[config.mk]
export PLATFORM = sky130hd
export DESIGN_NAME = prediv_prog
export DESIGN_NICKNAME = d
export VERILOG_FILES = /design/src/rtl/prediv_prog.sv
export SDC_FILE = /design/constraint.sdc
export NUM_CORES = 1
export LEC_CHECK = 0
export BUFFER_PORTS_ARGS = -buffer_cell sky130_fd_sc_hd__buf_4
export CAP_MARGIN = 20
export CORE_MARGIN = 1.5
export CORE_UTILIZATION = 59
export DETAILED_ROUTE_END_ITERATION = 6
export GPL_TIMING_DRIVEN = 1
export PLACE_DENSITY = 0.8
export RECOVER_POWER = 100
export SYNTH_ARGS = -nofsm -noshare
export SYNTH_HDL_FRONTEND = slang
export SYNTH_SLANG_ARGS = --single-unit
[constraint.sdc]
create_clock -name clk -period 2.3 [get_ports clk]
set_input_delay 0.115 -clock clk [delete_from_list [all_inputs] [get_ports clk]]
set_output_delay 0.115 -clock clk [all_outputs]
set_load 0.03 [all_outputs]
[src/rtl/prediv_prog.sv]
// prediv_prog: two-stage programmable prescaler.
//   Stage 1 counts 0..tc and pulses tick at the wrap. Stage 2 counts ticks
//   0..DIV2 and pulses tick2 together with the tick that wraps it.
//   A new stage-1 terminal count written while counting is staged in tc_nxt
//   and takes effect at the next wrap, so a period is never cut short or
//   overrun. A write while disabled takes effect at once and restarts stage 1.
//
// Ports:
//   clk      in            clock, rising edge
//   rst      in            asynchronous reset, active low
//   en       in            count enable; low freezes both stages
//   div_wr   in            strobe: request new stage-1 terminal count
//   div_in   in  [WIDTH]   new terminal count, sampled with div_wr
//   tick     out           stage-1 wrap pulse (combinational)
//   tick2    out           stage-2 wrap pulse, coincident with tick
//   pending  out           staged terminal count waiting for next wrap
//   cnt      out [WIDTH]   current stage-1 count
//   sqw      out           (PREDIV_SQW_EN only) toggles on every tick
//
// Build option: define PREDIV_SQW_EN to add the sqw output and its register.
module prediv_prog #(
  parameter int unsigned WIDTH   = 16,
  parameter int unsigned DIV_RST = 39999,
  parameter int unsigned DIV2    = 999,
  parameter int unsigned W2      = 10
) (
  input  logic             clk,
  input  logic             rst,
  input  logic             en,
  input  logic             div_wr,
  input  logic [WIDTH-1:0] div_in,
  output logic             tick,
  output logic             tick2,
  output logic             pending,
  output logic [WIDTH-1:0] cnt
`ifdef PREDIV_SQW_EN
  ,
  output logic             sqw
`endif
);

  if (DIV2 > (2 ** W2) - 1) begin : g_div2_check
    $error("prediv_prog: DIV2 does not fit in W2 bits");
  end

  logic [WIDTH-1:0] tc;
  logic [WIDTH-1:0] tc_nxt;
  logic [W2-1:0]    cnt2;
  logic             wrap;
  logic             wrap2;

  // Gated by rst so a zero DIV_RST cannot pulse tick while held in reset.
  assign wrap  = rst & en & (cnt == tc);
  assign wrap2 = wrap & (cnt2 == W2'(DIV2));
  assign tick  = wrap;
  assign tick2 = wrap2;

  always_ff @(posedge clk or negedge rst) begin
    if (!rst) begin
      cnt     <= '0;
      cnt2    <= '0;
      tc      <= WIDTH'(DIV_RST);
      tc_nxt  <= WIDTH'(DIV_RST);
      pending <= 1'b0;
    end else if (!en) begin
      // Disabled write: nothing is mid-period, so apply immediately.
      if (div_wr) begin
        tc      <= div_in;
        cnt     <= '0;
        pending <= 1'b0;
      end
    end else if (wrap) begin
      cnt  <= '0;
      cnt2 <= wrap2 ? '0 : cnt2 + W2'(1);
      // A write landing on the wrap itself beats any older staged value.
      if (div_wr) begin
        tc      <= div_in;
        pending <= 1'b0;
      end else if (pending) begin
        tc      <= tc_nxt;
        pending <= 1'b0;
      end
    end else begin
      cnt <= cnt + WIDTH'(1);
      if (div_wr) begin
        tc_nxt  <= div_in;
        pending <= 1'b1;
      end
    end
  end

`ifdef PREDIV_SQW_EN
  always_ff @(posedge clk or negedge rst) begin
    if (!rst) begin
      sqw <= 1'b0;
    end else if (wrap) begin
      sqw <= ~sqw;
    end
  end
`endif

endmodule

* Word level (Yosys, flattened, before mapping)
Cells that the tools add are included.
Widths: inputs -> output; s select.
** Word-level totals
- Input port bits :: 20
- Logic and storage cells :: 34
- Register bits after elaboration :: 59
- Output and inout port bits :: 19
** Cells by class
- Bitwise operators :: 4
- Equality and inequality tests :: 4
- Mux-type cells :: 13
- Reduce and logical (&&, ||, !) cells :: 6
- $add $sub $neg :: 2
** Operators with widths (count)
- $mux 16 :: 8
- $add 16x1->16 const B :: 1
- $eq 16x16->1 :: 1
- $add 10x1->10 const B :: 1
- $eq 10x10->1 const B :: 1
- $mux 10 :: 1
- $reduce_and 3->1 :: 2
- $mux 1 :: 4
- $reduce_and 2->1 :: 2
- $reduce_bool 2->1 :: 2
- $and 1x1->1 :: 3
- $ne 3x3->1 const B :: 1
- $ne 2x1->1 const B :: 1
- $not 1->1 :: 1

* Longest topological paths before layout
Gate-level depths: netlist of the first run.
- Word-level depth :: 4
- Gate-level depth with buffers :: 8
- Depth with buffers taken out :: 6

* Least setup slack after synthesis of the first run
No wires, ideal clock.
- Path type :: register to output
- From :: register cnt[10]
- To :: output tick2
- Cell stages (with the launch flop) :: 7
- Required time :: 2.185 ns
- Data arrival time :: 2.238 ns
- Slack :: -0.053 ns
- Buffers on the path :: 1
- Cell sequence :: dfrtp_1 > xor2_1 > nor4_4 > and2_0 > buf_2 > and4_1 > and2_1
** Between the ends
- Longest elaborated chain between the ends :: 3
** RTL lines
- from (decl) :: RTL line 35 : output logic [WIDTH-1:0] cnt
- from (signal assigned) :: RTL line 84 : cnt <= cnt + WIDTH'(1);
- $eq 16x16->1 :: RTL line 53 : assign wrap = rst & en & (cnt == tc);
- $and 1x1->1 :: RTL line 53
- via tick :: RTL line 32 : output logic tick,
- $and 1x1->1 :: RTL line 54 : assign wrap2 = wrap & (cnt2 == W2'(DIV2));
- to (decl) :: RTL line 33 : output logic tick2,
The timed path passes the listed nets, and every way through them passes these cells.

* Worst setup path in the final report of the first run
- From :: register tc[2]
- To :: output tick2
** Between the ends
- Longest elaborated chain between the ends :: 3
** RTL lines
- from (decl) :: RTL line 46 : logic [WIDTH-1:0] tc;
- from (signal assigned) :: RTL line 62 : tc <= WIDTH'(DIV_RST);
- from (signal assigned) :: RTL line 68 : tc <= div_in;
- from (signal assigned) :: RTL line 77 : tc <= div_in;
- $eq 16x16->1 :: RTL line 53
- $and 1x1->1 :: RTL line 53
- $and 1x1->1 :: RTL line 54
Every way passes these cells.

==> reports/results.ini, run 1 <==
[critical_path]
rr_startpoint=tc[11]
cp_data_arrival_time_ns=2.12
ff2ff_path_depth=7
reg2reg_setup_slack_ns=0.07
critPathLaunchType=flip-flop
crit_start=tc[2]
critical_path_data_required_time_ns=2.18
critPathMaxFanout=3
timing.setup.critical_path_class=reg -> out
crit_path_end_kind=output port
crit-reg2reg-capture=tc_nxt[9]

[worst_hold_path]
hold_path_end=cnt[1]
timing.hold.worst.class=in -> reg
instance_count_along_the_most_critical_hold_path=2
holdCritStartpoint=div_wr

[global_route]
grt_pass1_wl_um=14100
grt-ovfl-total=0
grt_usage_pct=28.7
via_count_of_the_first_global_routing_pass=2975
largest_net_degree_at_the_start_of_global_routing=60
grt_antenna_before_repair=0

[logic_synthesis]
netlist-cell-type-count=39
ys_ff_latch=59
synth_compound_gate_area_share_pct=10.0
syn_avg_cell_area_um2=9.78
async_reset_ff_share_pct=100
count_of_flip_flops_with_a_built_in_enable_after_synthesis=0
post_synth_instance_area_um2=3550
combinational_family_with_the_most_area_after_synthesis=simple AND/OR/NAND/NOR gates
synthAdderAreaFrac_pct=0.705
synth_warnings=0
synthCells=363
syn_nets=385
postSynth.topFlopCell=sky130_fd_sc_hd__dfrtp_1
synth.area.mux_share_pct=15.6
post_synthesis_share_of_cell_area_spent_on_xor_and_xnor_gates_pct=6.91
synthSimpleGateAreaFrac_pct=20.9
ys_seq_area_share_pct=42.3

[sta]
achievable-frequency_mhz=446
tightest_slew_ns=1.46
min_period_ns=2.24
setup-violations-final=0
report.final.hold_viol_count=0
worst_relative_slew_slack_pct=2.97
final-max-slew-violation-count=0
period_share_pct=97.4
clock-skew-final_ns=0.0136

[floorplanning]
floorplan.die.width_um=80.6
ios=39
die_h_um=80.6
initial_utilization_pct=60.7
floorplan.rows=28
coreArea_um2=5850
die_footprint_um2=6490

[layout]
utilization_pct=75.6
layout.cells.most_common=sky130_fd_sc_hd__buf_4
areaGrowthSynthToFinish_pct=24.6
top_library_cells_by_usage_in_the_layout_fill_and_taps_aside=50 x sky130_fd_sc_hd__buf_4, 40 x sky130_fd_sc_hd__nor2_1, 38 x sky130_fd_sc_hd__dfrtp_1
postLayoutCellArea_um2=4420
antenna-diode-count=0
final_layout_size_suffix_gt1_share_pct=25.9
final_net_count=454

[cts]
cts.htree.levels=3
clock_latency_ns=0.35
clk_transition_reported_paths_ns=0.07
max-clock-path-buffers=2
clock_sink_count=59
tritoncts.num_buffers=9
cts-root-buf=sky130_fd_sc_hd__clkbuf_8
tritoncts=yes

[placement]
port_buffers=38
post-dp-hpwl_um=5640
placed_area_um2=4030
place_congestion=0.831

[flow_run]
drv.max_cap_violation_count=0

[power]
power_leakage_uw=0.00203
power_per_cell_area_nw_per_um2=675
worst_ir_drop_vdd_mv=0.492
post-layout-total-power_uw=2990

[drt]
initialDrtViolationCount=253
drt_pre_antenna_iters=5
dr_total_vias=3060
remaining_drc_errors=0
drt.antenna.violating_nets=0
route.detailed.vias_per_inst=5.98
wl_per_cell_um=16.9
detail_route.wirelength_um=8630

[status]
status=complete, no violations

-- power breakdown --
part / internal, uW / switching [uW]
Sequential: 1190 / 106
Clock: 612 / 439
Combinational: 288 / 355
Total: 2090 / 899
-- routing by layer --
metal	share of wire (%)	up-vias	global-route usage [%]
met3	7.3	18	7.16
met1	44	1460	37.5
met5	0	-	0
met2	47	127	45.5
met4	1.9	0	11.0
li1	-	1455	-
-- timing repair --
| action | CTS | global route |
|---|---|---|
| setup buffers | 0 | 1 |
| endpoints found under the hold margin | 55 | 0 |
| gates resized for setup | 0 | 8 |
| endpoints found under the setup margin | 0 | 6 |
| hold buffers | 17 | 0 |
-- cells by family after synthesis --
logic type | after synthesis
mux | 53
fa+ha+maj | 2
buf+inv | 27
flops | 59
xor+xnor | 28
simple gates | 148
compound gates | 46
-- stage by stage --
stage	worst slack, ns	hold WS [ns]	std cells	TNS [ns]
6_report	0.0602	0.0356	512	0
4_1_cts	0.0368	0.0207	511	0
2_1_floorplan	0.0417	-0.181	363	0
3_3_place_gp	0.191	0.323	478	0
5_1_grt	-0.0417	0.0224	512	-0.181
3_5_place_dp	0.0906	0.329	478	0
-- cell usage after synthesis (all sizes together) (8+ instances only) --
cell type	count	area [um^2]
a21oi	9	45.0
buf	12	71.3
clkbuf	10	37.5
dfrtp	39	976
dfstp	20	526
mux2	17	191
mux2i	36	360
nand2	35	134
nand2b	19	119
nand3	9	45.0
nand4	21	131
nor2	41	156
nor3	8	40.0
o221ai	16	140
o31ai	8	60.1
xor2	24	210
-- final cells by class --
cell class	count	area [um^2]
fill	394	1430
inverter	5	18.8
timing repair buffer	80	639
tap	75	93.8
clock buffer	10	128
multi-input combinational	277	1950
clock inverter	6	90.1
sequential	59	1500
-- sequential cells by signal (all words and copies together), names as in the netlist --
name / cells
cnt2: 10
tc_nxt: 16
cnt: 16
tc: 16
pending: 1
-- how the worst max path moves through the flow --
stage | slack, ns | cells after the start | to
detailed placement | 0.09 | 6 | cnt2[9]
global placement | 0.19 | 6 | cnt2[8]
global route | -0.04 | 6 | cnt2[9]
floorplan | 0.04 | 6 | tc_nxt[7]
finish | 0.06 | 6 | tick2
CTS | 0.04 | 6 | tick2
-- worst max-delay path, cell delays in order, from the launching register on --
cell and delay, ns:
sky130_fd_sc_hd__dfstp_2 0.61, sky130_fd_sc_hd__xor2_4 0.10, sky130_fd_sc_hd__nor4_4 0.37, sky130_fd_sc_hd__and2_4 0.21, sky130_fd_sc_hd__and4_4 0.22, sky130_fd_sc_hd__and2_2 0.14
sky130_fd_sc_hd__buf_6 0.12
(Power assumes the default switching activity.)
==> run 2: changes to the inputs <==
HOLD_SLACK_MARGIN = 0.05   (was not set)
==> reports/results.ini, run 2 (synthesis results as in run 1) <==
[critical_path]
critical_path_data_required_time_ns=2.18  ; about the same
critPathLaunchType=flip-flop  ; unchanged
rr_startpoint=tc[11]  ; unchanged
critPathMaxFanout=3  ; unchanged
timing.setup.critical_path_class=reg -> out  ; unchanged
cp_data_arrival_time_ns=2.13  ; was 2.12 ns
crit_path_end_kind=output port  ; unchanged
crit_start=tc[2]  ; unchanged

[cts]
cts-root-buf=sky130_fd_sc_hd__clkbuf_8  ; unchanged
max-clock-path-buffers=2  ; unchanged
tritoncts.num_buffers=9  ; unchanged
clk_transition_reported_paths_ns=0.07  ; about the same
cts.htree.levels=3  ; unchanged
clock_latency_ns=0.35  ; about the same
clock_sink_count=59  ; unchanged
tritoncts=yes  ; unchanged

[power]
power_per_cell_area_nw_per_um2=673  ; was 675 nW/um^2
power_leakage_uw=0.00204  ; was 0.00203 uW
worst_ir_drop_vdd_mv=0.493  ; was 0.492 mV
post-layout-total-power_uw=2990  ; about the same

[sta]
min_period_ns=2.24  ; about the same
final-max-slew-violation-count=0  ; unchanged
final.setup.worst_slack_ns=0.0599  ; was 0.0602 ns
tightest_slew_ns=1.45  ; was 1.46 ns
holdWs_ns=0.223  ; was 0.0356 ns
report.final.hold_viol_count=0  ; unchanged
clock-skew-final_ns=0.0119  ; was 0.0136 ns
setup_total_negative_slack_ns=0  ; unchanged
achievable-frequency_mhz=446  ; about the same
setup-violations-final=0  ; unchanged
worst_relative_slew_slack_pct=3.25  ; was 2.97%
period_share_pct=97.4  ; about the same

[floorplanning]
floorplan.rows=28  ; unchanged
die_h_um=80.6  ; unchanged
coreArea_um2=5850  ; unchanged
die_footprint_um2=6490  ; unchanged
floorplan.die.width_um=80.6  ; unchanged
ios=39  ; unchanged
initial_utilization_pct=60.7  ; unchanged

[drt]
drt.antenna.violating_nets=0  ; unchanged
met2_length_um=4010  ; was 4040 um
detail_route.wirelength_um=8610  ; was 8630 um
top_layer=met4  ; unchanged
wirelength_met1_um=3820  ; was 3790 um
route.detailed.vias_per_inst=5.94  ; was 5.98
dr_total_vias=3048  ; was 3,060
remaining_drc_errors=0  ; unchanged
met3WireLength_um=606  ; was 632 um
drt_pre_antenna_iters=5  ; unchanged
initialDrtViolationCount=283  ; was 253
wl_per_cell_um=16.8  ; was 16.9 um

[status]
status=complete, no violations  ; unchanged

[layout]
top_library_cells_by_usage_in_the_layout_fill_and_taps_aside=50 x sky130_fd_sc_hd__buf_4, 40 x sky130_fd_sc_hd__nor2_1, 38 x sky130_fd_sc_hd__dfrtp_1  ; unchanged
reg_top3=cnt x16, tc x16, tc_nxt x16  ; unchanged
final_net_count=455  ; was 454
finish.cell_count_without_fillers=513  ; was 512
areaGrowthSynthToFinish_pct=24.9  ; was 24.6%
final_layout_size_suffix_gt1_share_pct=25.8  ; was 25.9%
antenna-diode-count=0  ; unchanged
layout.cells.most_common=sky130_fd_sc_hd__buf_4  ; unchanged

[worst_hold_path]
holdCritStartpoint=en  ; was div_wr
timing.hold.worst.class=in -> reg  ; unchanged

[placement]
place_congestion=0.831  ; unchanged
post-dp-hpwl_um=5640  ; unchanged
port_buffers=38  ; unchanged
dp.cells=478  ; unchanged
post_placement_worst_setup_slack_ns=0.0906  ; unchanged

[global_route]
largest_net_degree_at_the_start_of_global_routing=60  ; unchanged
grt_pass1_wl_um=14100  ; unchanged
grt_usage_pct=28.7  ; unchanged
grt-ovfl-total=0  ; unchanged
via_count_of_the_first_global_routing_pass=2980  ; was 2,975
grt_antenna_before_repair=0  ; unchanged

[flow_run]
drv.max_cap_violation_count=0  ; unchanged

[run 2: path summary, 6_finish.rpt]
| path | end | cells after the start | slack (ns) |
|---|---|---|---|
| setup reg to reg | tc_nxt[9] | 7 | 0.07 |
| hold reg to reg | tc_nxt[8] | 1 | 0.49 |
| setup / recovery | tick2 | 6 | 0.06 |
| max in group asynchronous | cnt[2] | 3 | 0.57 |
| min in group asynchronous | cnt2[5] | 3 | 0.78 |
| hold / removal | pending | 3 | 0.22 |
[run 2: final cells by class]
cell class	count	area (um^2)
clock buffer	10	128
clock inverter	6	90.1
fill	391	1420
inverter	5	18.8
multi-input combinational	277	1950
sequential	59	1500
tap	75	93.8
timing repair buffer	81	649
[run 2: what timing repair did]
| action | CTS | global route |
|---|---|---|
| setup endpoints to repair | 0 | 6 |
| hold endpoints to repair | 56 | 0 |
| resized for setup | 0 | 8 |
| hold buffers | 18 | 0 |
| setup buffers | 0 | 1 |
[run 2: layer usage]
metal	up-vias	track usage, %
met2	121	45.5
li1	1459	-
met5	-	0
met4	0	11.0
met1	1449	37.5
met3	19	7.16
[run 2: through the flow]
step | utilization, % | area [um^2]
2_1_floorplan | - | 3550
3_3_place_gp | 68.8 | 4030
3_5_place_dp | 68.8 | 4030
4_1_cts | 75.6 | 4420
5_1_grt | 75.8 | 4430
6_report | 75.8 | 4430
[run 2: power breakdown]
group          switching, uW  internal (uW)  total (uW)
Sequential               105           1190        1290
Combinational            355            289         644
Clock                    436            611        1050
[run 2: critical path, cell delays in order, from the launching register on]
cell                      delay, ns
sky130_fd_sc_hd__dfstp_2       0.60
sky130_fd_sc_hd__xor2_4        0.10
sky130_fd_sc_hd__nor4_4        0.38
sky130_fd_sc_hd__and2_4        0.21
sky130_fd_sc_hd__and4_4        0.22
sky130_fd_sc_hd__and2_2        0.14
sky130_fd_sc_hd__buf_6         0.12
==> run 3: changes to the inputs <==
clock period = 2.35 ns   (was 2.3 ns; I/O delays follow)
==> reports/results.ini, run 3 (synthesis results as in run 1) <==
[sta]
final-max-slew-violation-count=0  ; unchanged
period_share_pct=95.1
report.final.hold_viol_count=0  ; unchanged
worst_relative_slew_slack_pct=1.70  ; was 3.25%
min_period_ns=2.23
final.setup.worst_slack_ns=0.115  ; was 0.0599 ns
rsz_0062_raised_after_global_routing=no
clock-skew-final_ns=0.00590  ; was 0.0119 ns
setup-violations-final=0  ; unchanged
achievable-frequency_mhz=447
setup_total_negative_slack_ns=0  ; unchanged
tightest_slew_ns=1.47  ; was 1.45 ns

[global_route]
via_count_of_the_first_global_routing_pass=2863  ; was 2,980
grt_usage_pct=28.0  ; was 28.7%
grt_antenna_before_repair=0  ; unchanged
largest_net_degree_at_the_start_of_global_routing=60  ; unchanged
grt_pass1_wl_um=13900  ; was 14,100 um
grt-ovfl-total=0  ; unchanged

[floorplanning]
floorplan.rows=28  ; unchanged
coreArea_um2=5850  ; unchanged
die_h_um=80.6  ; unchanged
ios=39  ; unchanged
initial_utilization_pct=60.7  ; unchanged
die_footprint_um2=6490  ; unchanged
floorplan.die.width_um=80.6  ; unchanged

[cts]
clock_latency_ns=0.33  ; was 0.35 ns
tritoncts=yes  ; unchanged
clk_transition_reported_paths_ns=0.07  ; about the same
max-clock-path-buffers=2  ; unchanged
clock_sink_count=59  ; unchanged
post_cts.repair.setup_buffers=0  ; unchanged
tritoncts.num_buffers=9  ; unchanged
cts.htree.levels=3  ; unchanged
cts-root-buf=sky130_fd_sc_hd__clkbuf_8  ; unchanged

[status]
status=complete, no violations  ; unchanged

[layout]
antenna-diode-count=0  ; unchanged
top_library_cells_by_usage_in_the_layout_fill_and_taps_aside=40 x sky130_fd_sc_hd__nor2_1, 39 x sky130_fd_sc_hd__dfrtp_1, 36 x sky130_fd_sc_hd__mux2i_1  ; was 50 x sky130_fd_sc_hd__buf_4, 40 x sky130_fd_sc_hd__nor2_1, 38 x sky130_fd_sc_hd__dfrtp_1
utilization_pct=72.6  ; was 75.8%
postLayoutCellArea_um2=4250  ; was 4430 um^2
final_net_count=448  ; was 455
reg_top3=cnt x16, tc x16, tc_nxt x16  ; unchanged
layout.cells.most_common=sky130_fd_sc_hd__nor2_1  ; was sky130_fd_sc_hd__buf_4
final_layout_size_suffix_gt1_share_pct=21.6  ; was 25.8%
areaGrowthSynthToFinish_pct=19.8  ; was 24.9%

[placement]
port_buffers=38  ; unchanged
place_congestion=0.831  ; about the same
post-dp-hpwl_um=5490  ; was 5640 um
placed_area_um2=3970  ; was 4030 um^2
post_placement_worst_setup_slack_ns=0.153  ; was 0.0906 ns

[critical_path]
rr_startpoint=tc[10]  ; was tc[11]
crit-reg2reg-capture=tc_nxt[14]  ; was tc_nxt[9]
crit_start=tc[5]  ; was tc[2]
cp_data_arrival_time_ns=2.12  ; was 2.13 ns
ff2ff_path_depth=6  ; was 7
critical_path_data_required_time_ns=2.23  ; was 2.18 ns
critPathMaxFanout=17  ; was 3
cp_endpoint=tick2  ; unchanged
crit_path_end_kind=output port  ; unchanged
timing.setup.critical_path_class=reg -> out  ; unchanged
reg2reg_setup_slack_ns=0.12  ; was 0.07 ns
critPathLaunchType=flip-flop  ; unchanged

[worst_hold_path]
instance_count_along_the_most_critical_hold_path=3  ; unchanged
timing.hold.worst.class=in -> reg  ; unchanged

[drt]
drt_pre_antenna_iters=4  ; was 5
initialDrtViolationCount=211  ; was 283
remaining_drc_errors=0  ; unchanged
detail_route.wirelength_um=8420  ; was 8610 um
drt.antenna.violating_nets=0  ; unchanged
route.detailed.vias_per_inst=5.95  ; was 5.94
wl_per_cell_um=16.6  ; was 16.8 um
dr_total_vias=3010  ; was 3,048

[power]
power_leakage_uw=0.00193  ; was 0.00204 uW
post-layout-total-power_uw=2640  ; was 2990 uW
worst_ir_drop_vdd_mv=0.508  ; was 0.493 mV
power_per_cell_area_nw_per_um2=620  ; was 673 nW/um^2

[flow_run]
drv.max_cap_violation_count=0  ; unchanged

-- run 3: worst min path at each step --
stage                     from      end  slack [ns]
after CTS                   en  pending        0.07
after global routing        en  pending        0.10
after detailed placement   rst  cnt2[4]        0.34
final                       en  pending        0.07
after floorplan            rst  cnt2[0]       -0.18
after global placement     rst  cnt2[4]        0.34
-- run 3: through the flow --
stage | std cells | hold WS, ns
final | 506 | 0.0694
after global routing | 506 | 0.100
after CTS | 506 | 0.0651
after detailed placement | 472 | 0.344
after global placement | 472 | 0.341
after floorplan | 363 | -0.178
-- run 3: metal layers --
metal | vias up | global-route usage [%] | share of wire (%)
met5 | - | 0 | 0
met1 | 1462 | 38.3 | 42
met4 | 0 | 10.3 | 0.81
met2 | 95 | 44.8 | 51
met3 | 7 | 4.20 | 5.7
li1 | 1446 | - | -
-- run 3: final cells by class --
cell class | instances | area (um^2)
multi-input cells | 277 | 1940
fillers | 438 | 1600
flip-flops and latches | 59 | 1500
repair buffers | 74 | 536
clock buffers | 10 | 128
well taps | 75 | 93.8
clock inverters | 6 | 32.5
inverters | 5 | 18.8
-- run 3: repair_timing --
item	CTS	global route
hold buffers	18	0
setup endpoints to repair	0	3
gates resized for setup	0	4
endpoints found under the hold margin	56	0
-- run 3: power by group --
group	switching (uW)	leakage, uW	internal (uW)
sequential	101	0.000723	1160
clock	400	0.0000856	373
combinational	339	0.00112	261
total	840	0.00193	1800
-- run 3: critical path, stage by stage, from the launching register on --
cell and delay [ns]:
sky130_fd_sc_hd__dfstp_2 0.55, sky130_fd_sc_hd__xnor2_1 0.11, sky130_fd_sc_hd__and3_1 0.23, sky130_fd_sc_hd__buf_6 0.21
sky130_fd_sc_hd__and2_0 0.16, sky130_fd_sc_hd__and4_1 0.23, sky130_fd_sc_hd__and2_2 0.16, sky130_fd_sc_hd__buf_4 0.15
